--- config.mk ---
export PLATFORM = sky130hd
export DESIGN_NAME = pipe_stage_reg
export DESIGN_NICKNAME = d
export VERILOG_FILES = /design/src/rtl/pipe_pkg.sv /design/src/rtl/pipe_slot.sv /design/src/rtl/pipe_stage_reg.sv
export SDC_FILE = /design/constraint.sdc
export NUM_CORES = 1
export LEC_CHECK = 0
export ABC_AREA = 1
export ABC_CLOCK_PERIOD_IN_PS = 1400
export CORE_ASPECT_RATIO = 0.5
export CORE_MARGIN = 2
export CORE_UTILIZATION = 50
export CTS_BUF_LIST = sky130_fd_sc_hd__clkbuf_8 sky130_fd_sc_hd__clkbuf_16
export CTS_CLUSTER_DIAMETER = 120
export DETAILED_ROUTE_END_ITERATION = 8
export GPL_TIMING_DRIVEN = 0
export PLACE_DENSITY = 0.82
export REMOVE_ABC_BUFFERS = 1
export SLEW_MARGIN = 10
export SYNTH_ARGS = -nofsm -noshare
export SYNTH_HDL_FRONTEND = slang
export SYNTH_SLANG_ARGS = --single-unit
--- constraint.sdc ---
create_clock -name clk -period 1.4 [get_ports clk]
set_input_delay 0.35 -clock clk [delete_from_list [all_inputs] [get_ports clk]]
set_output_delay 0.35 -clock clk [all_outputs]
set_load 0.01 [all_outputs]
--- src/rtl/pipe_pkg.sv ---
// Shared occupancy state and width definitions for pipeline stage registers.
package pipe_pkg;

  localparam int OCC_W = 2;

  typedef enum logic [OCC_W-1:0] {
    EMPTY = 2'd0,
    ONE   = 2'd1,
    TWO   = 2'd2
  } occ_state_e;

  function automatic logic [OCC_W-1:0] occ_of(input occ_state_e s);
    return OCC_W'(s);
  endfunction

endpackage

--- src/rtl/pipe_slot.sv ---
// One payload register: load enable, synchronous clear to RST_VAL, async active-low reset.
// Latency: one edge from load to q; no flow control of its own.
module pipe_slot
  import pipe_pkg::*;
#(
  parameter int                DATA_W  = 32,
  parameter logic [DATA_W-1:0] RST_VAL = '0
) (
  input  logic              clk,
  input  logic              rst,
  input  logic              clear,
  input  logic              load,
  input  logic [DATA_W-1:0] d,
  output logic [DATA_W-1:0] q
);

  // Clear wins over load so a flush always leaves the bubble value behind.
  always_ff @(posedge clk or negedge rst) begin
    if (!rst) begin
      q <= RST_VAL;
    end else if (clear) begin
      q <= RST_VAL;
    end else if (load) begin
      q <= d;
    end
  end

endmodule

--- src/rtl/pipe_stage_reg.sv ---
// Valid/ready pipeline register with optional skid slot; out_data comes straight from a flop.
// Latency one cycle; SKID=1 gives a registered in_ready, SKID=0 passes out_ready through to in_ready.
module pipe_stage_reg
  import pipe_pkg::*;
#(
  parameter int                DATA_W  = 32,
  parameter int                SKID    = 1,
  parameter logic [DATA_W-1:0] RST_VAL = '0
) (
  input  logic              clk,
  input  logic              rst,
  input  logic              in_valid,
  output logic              in_ready,
  input  logic [DATA_W-1:0] in_data,
  output logic              out_valid,
  input  logic              out_ready,
  output logic [DATA_W-1:0] out_data,
  input  logic              flush,
  output logic [OCC_W-1:0]  occ
);

  localparam bit HAS_SKID = (SKID != 0);

  occ_state_e        state;
  occ_state_e        state_nxt;
  logic              xfer_in;
  logic              xfer_out;
  logic              main_load;
  logic              skid_load;
  logic [DATA_W-1:0] main_d;
  logic [DATA_W-1:0] skid_q;

  always_ff @(posedge clk or negedge rst) begin
    if (!rst) begin
      state <= EMPTY;
    end else begin
      state <= state_nxt;
    end
  end

  // With a skid slot, ready depends only on the state flop, breaking the out_ready timing path.
  always_comb begin
    if (HAS_SKID) begin
      in_ready = (state != TWO);
    end else begin
      in_ready = (state == EMPTY) | out_ready;
    end
  end

  assign out_valid = (state != EMPTY);
  assign occ       = occ_of(state);
  assign xfer_in   = in_valid & in_ready;
  assign xfer_out  = out_valid & out_ready;

  always_comb begin
    state_nxt = state;
    main_load = 1'b0;
    skid_load = 1'b0;
    main_d    = in_data;
    if (flush) begin
      state_nxt = EMPTY;
    end else begin
      unique case (state)
        EMPTY: begin
          if (xfer_in) begin
            state_nxt = ONE;
            main_load = 1'b1;
          end
        end
        ONE: begin
          if (xfer_in && xfer_out) begin
            main_load = 1'b1;
          end else if (xfer_in) begin
            // Without a skid slot ready implies out_ready here, so this arm is SKID-only.
            if (HAS_SKID) begin
              state_nxt = TWO;
              skid_load = 1'b1;
            end
          end else if (xfer_out) begin
            state_nxt = EMPTY;
          end
        end
        TWO: begin
          if (xfer_out) begin
            state_nxt = ONE;
            main_load = 1'b1;
            main_d    = skid_q;
          end
        end
        default: state_nxt = EMPTY;
      endcase
    end
  end

  pipe_slot #(
    .DATA_W (DATA_W),
    .RST_VAL(RST_VAL)
  ) u_main (
    .clk  (clk),
    .rst  (rst),
    .clear(flush),
    .load (main_load),
    .d    (main_d),
    .q    (out_data)
  );

  pipe_slot #(
    .DATA_W (DATA_W),
    .RST_VAL(RST_VAL)
  ) u_skid (
    .clk  (clk),
    .rst  (rst),
    .clear(flush),
    .load (skid_load),
    .d    (in_data),
    .q    (skid_q)
  );

endmodule

# After elaboration in Yosys (flattened, before gate mapping)
# Index checks and enable logic that the tools add are counted.
# totals
register_bits,66
# op_classes
eq_ne,7
n_mux,21
bitwise_logic,2
reduce_logical,6
# op_table
op,count
$mux W32,6
$mux W2,6
$ne A3 B3 Y1 const B,3
$mux W1,7
$pmux W2 S3,1
$reduce_bool A2 Y1,3
$ne A4 B4 Y1 const B,1
$reduce_and A4 Y1,1
$pmux W1 S3,1
$and A1 B1 Y1,2
$eq A2 B1 Y1 const B,1
$eq A2 B2 Y1 const B,1
$logic_not A2 Y1,1
$ne A2 B2 Y1 const B,1
$logic_and A1 B1 Y1,1

# Logic depth before layout (Yosys ltp)
# Gate-level depths: netlist of run 1.
# logic_depth
depth_word,8
depth_mapped,8

# Modules after synthesis
# Synthesis of run 1 repeated with hierarchy kept, for this count alone.
# unflattened
hier_cells,411
hier_area_um2,3469.6
# by_module_without_submodules
mod,n_inst,cells_per_inst,area_per_inst_um2,seq_area_each_um2
pipe_slot,2,140,1351.3,800.8
pipe_stage_reg,1,131,767.0,50.0

# Worst setup path before layout of run 1
# Ideal clock, no wire load.
# synth_timing
path_type,register to register
startpoint,register state[1] (netlist: occ[1])
endpoint,register u_skid.q[10]
t_arrival_ns,1.199
path_slack_ns,0.084
path_stages_with_launch,8
path_cell_list,dfrtp_1 -> inv_1 -> nand2_4 -> o21ai_4 -> inv_2 -> buf_2 -> nand2_1 -> o21ai_2
# synth_between
elab_chain_len,7
# synth_lines
element,line,source
start: declaration,pipe_stage_reg.sv:24,occ_state_e state;
start signal: assignment,pipe_stage_reg.sv:37,state <= state_nxt;
$ne A2 B2 Y1 or $reduce_bool A2 Y1 (tied branches),"pipe_stage_reg.sv:44, pipe_stage_reg.sv:50",
$and A1 B1 Y1 (on tied branches),"pipe_stage_reg.sv:52, pipe_stage_reg.sv:53",
$mux W1 or $logic_and A1 B1 Y1 (tied branches),"pipe_stage_reg.sv:73, pipe_stage_reg.sv:71",
$mux W1,pipe_stage_reg.sv:71,if (xfer_in && xfer_out) begin
$mux W1 *,pipe_stage_reg.sv:63,unique case (state)
$mux W1 *,pipe_stage_reg.sv:60,if (flush) begin
$reduce_bool A2 Y1 (no source line) *,n/a,
end signal: assignment,pipe_slot.sv:20,q <= RST_VAL;
end signal: assignment,pipe_slot.sv:22,q <= RST_VAL;
end signal: assignment,pipe_slot.sv:24,q <= d;
end: declaration,pipe_slot.sv:14,output logic [DATA_W-1:0] q
# Mark *: on every way between the ends. The rest lies on a longest branch, timed or not.
# A chain may end at the register's enable or synchronous reset.

# Worst setup path in the final report of run 1
# layout_timing
startpoint,register state[0] (netlist: occ[0])
endpoint,register u_main.q[12]
# layout_between
elab_chain_len,7
# layout_lines
element,line
$ne A2 B2 Y1 or $reduce_bool A2 Y1 (tied branches),"pipe_stage_reg.sv:44, pipe_stage_reg.sv:50"
$and A1 B1 Y1 (on tied branches),"pipe_stage_reg.sv:52, pipe_stage_reg.sv:53"
$logic_and A1 B1 Y1,pipe_stage_reg.sv:71
$mux W1,pipe_stage_reg.sv:71
$pmux W1 S3,pipe_stage_reg.sv:63
$mux W1,pipe_stage_reg.sv:60
$reduce_bool A2 Y1 (no source line),n/a
end signal: assignment,pipe_slot.sv:20
end signal: assignment,pipe_slot.sv:22
end signal: assignment,pipe_slot.sv:24
end: declaration,pipe_slot.sv:14
# Several ways; a longest one is shown, not always the timed one. The select of a mux whose other input is x is not followed.

==> impl_metrics.py, run 1 <==
metrics = {
    "power": {
        "switching_share": 0.276,
        "cellInternalPower_w": 0.00380,
        "cellPowerDensity_mw_per_mm2": 1150,
        "leakagePower_nw": 2.39,
        "comb_power_share": 0.185,
        "clockPowerShare": 0.413,
        "p_sw_w": 0.00145,
        "ir_worst_vdd_mv": 0.710,
        "seqPwrFrac": 0.402,
    },
    "outcome": {
        "violations": "setup timing",
        "status": "complete, but fails checks",
    },
    "critical_path": {
        "critPathMaxStageDelay_ps": 440,
        "critical-path-top-delay-family": "flip-flops",
        "worst-path-buf-inv": 3,
        "path_max_fanout": 16,
        "crit_path_end_kind": "flop",
        "crit_cells": 7,
        "reg2reg_depth": 7,
        "critPathRequiredTime_ps": 1670,
        "crit_type": "flop to flop",
        "slowest_stage": "dfrtp_2",
        "arrival_ps": 1860,
        "start_kind": "flop",
        "crit_chain": "clkinv_4, buf_12, buf_4, nand3_4, a21oi_1, nand2_2, nand2_1",
    },
    "cells_and_area": {
        "diodes": 0,
        "final_net_count": 504,
        "drive_gt1_frac": 0.218,
        "syn_to_final_growth_pct": 48.6,
        "design_area_mm2": 0.00457,
        "final_core_util": 0.762,
        "stdcell_count": 549,
        "fillerInstances": 358,
    },
    "place": {
        "dpl_cell_area_mm2": 0.00380,
        "port_buffers": 72,
        "gp_congestion": 0.792,
        "dp_hpwl_um": 4170,
        "dp_cells": 500,
        "dp_slack_ps": -2230,
    },
    "cts": {
        "clock_sinks": 66,
        "cts-root-buf": "clkbuf_16",
        "clockBufferDepth": 2,
        "cts_made_buffers": 9,
        "clkLatencyLatePin_ps": 330,
        "cts_tree": "yes",
        "htree_levels": 3,
        "cts.clk_slew.worst_paths_ps": 50,
    },
    "synth": {
        "ys_seq_area_frac": 0.537,
        "postSynthAreaPerCell_um2": 8.27,
        "syn_area_mm2": 0.00308,
        "yosysWarnings": 0,
        "ys_types": 21,
        "postSynthCellCount": 372,
        "ys_seq_elements": 66,
    },
    "timing": {
        "finalMaxSlewViolations": 0,
        "period_minus_slack_ps": 1590,
        "worst_pin_slew_ps": 454,
        "finClkSkew_ps": 5.56,
        "max_freq_mhz": 628,
        "final_hold_viol_count": 0,
        "layout_setup_ws_ps": -192,
        "finalSetupViolCount": 59,
        "setup_tns_ps": -2660,
        "rsz0062_at_grt": "yes",
        "slew_headroom": 0.697,
        "min_period_over_period": 1.14,
    },
    "die": {
        "row_count": 20,
        "dieArea_mm2": 0.00684,
        "die_x_um": 115,
        "io_pins": 73,
        "die_h_um": 59.5,
        "start_util": 0.513,
        "core_area_mm2": 0.00601,
    },
    "detailed_routing": {
        "firstDrtPassIters": 5,
        "wl_per_cell_um": 19.5,
        "drc": 0,
        "ant_nets": 0,
        "routed_wl_um": 10700,
        "num_vias": 3202,
        "via_per_inst": 5.83,
        "detail_route.iter0.violations": 374,
    },
    "grt": {
        "groute.usage.overall": 0.274,
        "busiest_layer": "met2",
        "use_met3": 0.0706,
        "first_global_vias": 2858,
        "gr-usage-met2": 0.450,
        "grt_max_degree": 66,
        "grt_pass1_wl_um": 14100,
        "use_met1": 0.352,
        "gr-total-overflow": 0,
        "grt_antenna_before_repair": 0,
    },
    "hold_path": {
        "hold_path_class": "input pin to asynchronous set/reset pin",
    },
    "job": {
        "cap_violations": 0,
    },
}
## power by group through the flow
stage / logic [W] / registers (W) / clock network, W
6_report: 0.000972 / 0.00211 / 0.00217
5_1_grt: 0.00103 / 0.00212 / 0.00227
4_1_cts: 0.000807 / 0.00210 / 0.00217
3_5_place_dp: 0.000715 / 0.00213 / 0
3_3_place_gp: 0.000689 / 0.00213 / 0
2_1_floorplan: 0.000278 / 0.00216 / 0
## worst reg2reg max path, stage by stage, from the launching register on
cell	delay, ps
dfrtp_2	440
clkinv_4	70
buf_12	130
buf_4	120
nand3_4	230
a21oi_1	350
nand2_2	110
nand2_1	80
## final cells by class
cell class                 count  area [um^2]  area share
clock inverter                 7         61.3      0.0134
sequential                    66         1650       0.362
tap                           77         96.3      0.0211
multi-input combinational    253         1400       0.306
inverter                      37          149      0.0325
clock buffer                   9          225      0.0492
timing repair buffer         100          987       0.216
## per-stage QoR
stage                     hold slack, ps  total power, W
after floorplan                     54.4         0.00244
after global placement               466         0.00282
after detailed placement             149         0.00285
after CTS                            346         0.00508
after global routing                 349         0.00542
final                                352         0.00525
## registers in the layout (all words and copies together), names as in the netlist
name      flops
u_main.q     32
u_skid.q     32
occ           2
## layout by cell type (no fill, tap or decap), types with 2 or more instances in the layout
cell type,synthesis,routed
nand2_8,0,3
buf_4,8,14
nand2_1,106,89
buf_12,0,5
nor2_1,15,15
nand3_4,0,4
nand3_1,51,47
clkinv_2,0,4
dfrtp_2,0,2
inv_1,35,33
buf_6,1,7
a21oi_2,0,4
nand2_2,2,14
dlygate4sd2_1,0,34
a21oi_1,15,11
clkbuf_16,0,9
o21ai_0,36,22
inv_4,0,2
clkdlybuf4s50_1,0,32
o21ai_4,1,2
buf_2,13,3
o21ai_1,8,18
nand4_1,2,2
dfrtp_1,66,64
nand2_4,1,5
nand3_2,1,4
nor2_4,1,2
inv_2,2,2
o21ai_2,6,10
## layer usage
layer	vias up	part of all wire
li1	1402	-
met1	1529	0.38
met2	224	0.48
met3	47	0.094
met4	0	0.038
met5	-	0
## cells in the mapped netlist
library cell  instances  area share
o21ai_2               6       0.017
buf_6                 1      0.0037
nand4_1               2      0.0041
o21ai_0              36       0.059
o21ai_4               1      0.0053
a21oi_1              15       0.024
nand3_1              51       0.083
buf_4                 8       0.020
nand2_4               1      0.0037
dfrtp_1              66        0.54
clkbuf_1              1      0.0012
inv_2                 2      0.0024
nor3_4                1      0.0053
o21ai_1               8       0.013
nand2_1             106        0.13
nand3_2               1      0.0033
nor2_4                1      0.0037
nand2_2               2      0.0041
inv_1                35       0.043
buf_2                13       0.021
nor2_1               15       0.018
## what timing repair did
item / 4_1_cts / 5_1_grt
pin swaps: 7 / 16
resized for setup: 73 / 59
gates cloned: 5 / 2
hold buffers: 1 / 0
endpoints found under the setup margin: 101 / 67
hold endpoints to repair: 1 / 0
buffers inserted: 16 / 9
## path summary, 6_finish.rpt
kind                                     startpoint                  endpoint  slack [ps]
min in group clk           u_skid.q[13]$_DFFE_PN0P_  u_skid.q[13]$_DFFE_PN0P_         490
max                              occ[0]$_DFFE_PN0P_  u_main.q[12]$_DFFE_PN0P_        -190
max reg2reg                      occ[0]$_DFFE_PN0P_  u_main.q[12]$_DFFE_PN0P_        -190
min reg2reg                u_skid.q[13]$_DFFE_PN0P_  u_skid.q[13]$_DFFE_PN0P_         490
max in group asynchronous                       rst        occ[1]$_DFFE_PN0P_         540
min                                             rst  u_main.q[29]$_DFFE_PN0P_         350
## cells by family (layout without fill, tap and decap cells)
family	after synthesis	in the layout	share of synthesized area
buf+inv	60	153	0.0907
simple gates	180	186	0.254
flops	66	66	0.537
compound gates	66	67	0.118
Note: power is estimated with default switching activity, not from simulation.
==> run 2: changes to the inputs <==
ABC_CLOCK_PERIOD_IN_PS = 1500   (was 1400)
clock period = 1.5 ns   (was 1.4 ns; I/O delays follow)
==> run 2 against run 1 <==
Against the previous run: the flow still finishes with violations (setup timing); sequential cell count did not move; utilization fell by 3.1 points; critical path depth rose by 2; fmax rose by 4.2%; clock power fell by 6%; setup slack improved by 160 ps; die area did not move; global-route usage fell by 0.43 points.
==> impl_metrics.py, run 2 (synthesis results as in run 1) <==
metrics = {
    "outcome": {
        "status": "complete, but fails checks",
        "violations": "setup timing",
    },
    "cells_and_area": {
        "fillerInstances": 401,
        "final_common_cell": "nand2_1",
        "final_net_count": 497,
        "syn_to_final_growth_pct": 42.6,
        "final_cell_mix": "nand2_1 (102), dfrtp_1 (64), nand3_1 (51), o21ai_0 (36), dlygate4sd2_1 (34)",
        "final_core_util": 0.731,
        "diodes": 0,
        "drive_gt1_frac": 0.153,
        "stdcell_count": 542,
    },
    "place": {
        "dp_hpwl_um": 4170,
        "port_buffers": 72,
        "gp_congestion": 0.792,
        "dp_cells": 500,
    },
    "critical_path": {
        "critical-path-top-delay-family": "simple AND/OR/NAND/NOR gates",
        "path_max_fanout": 5,
        "start_kind": "flop",
        "critPathMaxStageDelay_ps": 410,
        "crit_type": "flop to flop",
        "crit_path_end_kind": "flop",
        "crit_chain": "buf_4, buf_4, nand2_1, nand2_1, nand2_1, nand2_1, nand3_1, nand2_1, nor2_1",
        "path_common_cell": "nand2_1",
        "arrival_ps": 1780,
        "worst-path-buf-inv": 2,
        "slowest_stage": "dfrtp_2",
        "critPathRequiredTime_ps": 1760,
    },
    "die": {
        "die_x_um": 115,
        "row_count": 20,
        "io_pins": 73,
        "dieArea_mm2": 0.00684,
        "start_util": 0.513,
        "core_area_mm2": 0.00601,
        "die_h_um": 59.5,
    },
    "detailed_routing": {
        "drc": 0,
        "firstDrtPassIters": 5,
        "num_vias": 3037,
        "wl_per_cell_um": 17.8,
        "ant_nets": 0,
        "dr_wl_met2_um": 4710,
        "top_layer_used": "met4",
        "drt-met1-wl_um": 3930,
        "dr_wl_met3_um": 712,
        "detail_route.iter0.violations": 345,
        "routed_wl_um": 9650,
        "via_per_inst": 5.60,
    },
    "job": {
        "cap_violations": 0,
    },
    "timing": {
        "rsz0062_at_grt": "yes",
        "setup_tns_ps": -31.4,
        "min_period_over_period": 1.02,
        "period_minus_slack_ps": 1530,
        "finalSetupViolCount": 3,
        "final_hold_viol_count": 0,
        "worst_pin_slew_ps": 438,
        "layout_setup_ws_ps": -27.2,
        "finClkSkew_ps": 5.83,
        "slew_headroom": 0.707,
        "max_freq_mhz": 655,
        "finalMaxSlewViolations": 0,
    },
    "grt": {
        "grt_antenna_before_repair": 0,
        "first_global_vias": 2770,
        "groute.usage.overall": 0.270,
        "gr-total-overflow": 0,
        "grt_pass1_wl_um": 13700,
        "grt_max_degree": 66,
    },
    "hold_path": {
        "hold_path_class": "input pin to asynchronous set/reset pin",
    },
    "power": {
        "ir_worst_vdd_mv": 0.644,
        "total_power_w": 0.00481,
        "cellPowerDensity_mw_per_mm2": 1090,
        "leakagePower_nw": 2.30,
    },
    "cts": {
        "cts.clk_slew.worst_paths_ps": 50,
        "clkLatencyLatePin_ps": 330,
        "cts-root-buf": "clkbuf_16",
        "htree_levels": 3,
        "clockBufferDepth": 2,
        "cts_tree": "yes",
        "cts_made_buffers": 9,
        "clock_sinks": 66,
    },
}
-- run 2: cell types whose count changed in the layout (fill, tap and decap cells not counted), moves of 2 or more --
cell,previous run,this run
a21oi_1,11,14
a21oi_2,4,1
buf_12,5,2
buf_6,7,5
nand2_1,89,102
nand2_2,14,2
nand2_4,5,3
nand3_1,47,51
nand3_2,4,0
o21ai_0,22,36
o21ai_1,18,8
o21ai_2,10,6
-- run 2: layout make-up --
cell class              instances  area (um^2)  share of cell area
multi-input cells             252         1310               0.298
flip-flops and latches         66         1650               0.377
clock inverters                 7         61.3              0.0140
clock buffers                   9          225              0.0513
inverters                      37          153              0.0348
well taps                      77         96.3              0.0219
repair buffers                 94          895               0.204
-- run 2: report_power, final --
group,leakage [nW],internal (W),switching (W),total (W)
sequential,0.883,0.00190,0.0000603,0.00196
clock,0.146,0.00127,0.000760,0.00203
combinational,1.27,0.000342,0.000475,0.000817
-- run 2: metal layers --
layer	track usage	up-vias
met5	0	-
met1	0.340	1445
met3	0.0787	41
met2	0.446	168
met4	0.114	0
li1	-	1383
-- run 2: what timing repair did --
item,4_1_cts,5_1_grt
setup endpoints to repair,100,50
pin swaps,6,3
hold buffers,1,0
cloned,5,1
hold endpoints to repair,1,0
resized for setup,67,13
setup buffers,14,5
-- run 2: per-stage QoR --
stage               instance area, um^2  hold WS, ps  setup WS (ps)
global placement                   3750          466          -2120
CTS                                4300          371           6.90
finish                             4390          377          -27.2
floorplan                          2940         79.4           -945
detailed placement                 3800          174          -2150
global route                       4390          376          -75.1
-- run 2: final timing paths --
| check | startpoint | endpoint | slack, ps | cells after the start |
|---|---|---|---|---|
| min | rst | u_main.q[29]$_DFFE_PN0P_ | 380 | 2 |
| min in group clk | u_skid.q[14]$_DFFE_PN0P_ | u_skid.q[14]$_DFFE_PN0P_ | 490 | 2 |
| min reg2reg | u_skid.q[14]$_DFFE_PN0P_ | u_skid.q[14]$_DFFE_PN0P_ | 490 | 2 |
| max reg2reg | occ[0]$_DFFE_PN0P_ | occ[0]$_DFFE_PN0P_ | -30 | 9 |
| max | occ[0]$_DFFE_PN0P_ | occ[0]$_DFFE_PN0P_ | -30 | 9 |
| max in group asynchronous | rst | occ[1]$_DFFE_PN0P_ | 610 | 3 |
-- run 2: worst register-to-register path, cell delays in order, from the launching register on --
cell and delay (ps):
dfrtp_2 410, buf_4 150, buf_4 170, nand2_1 100, nand2_1 80, nand2_1 170, nand2_1 90, nand3_1 90
nand2_1 80, nor2_1 110
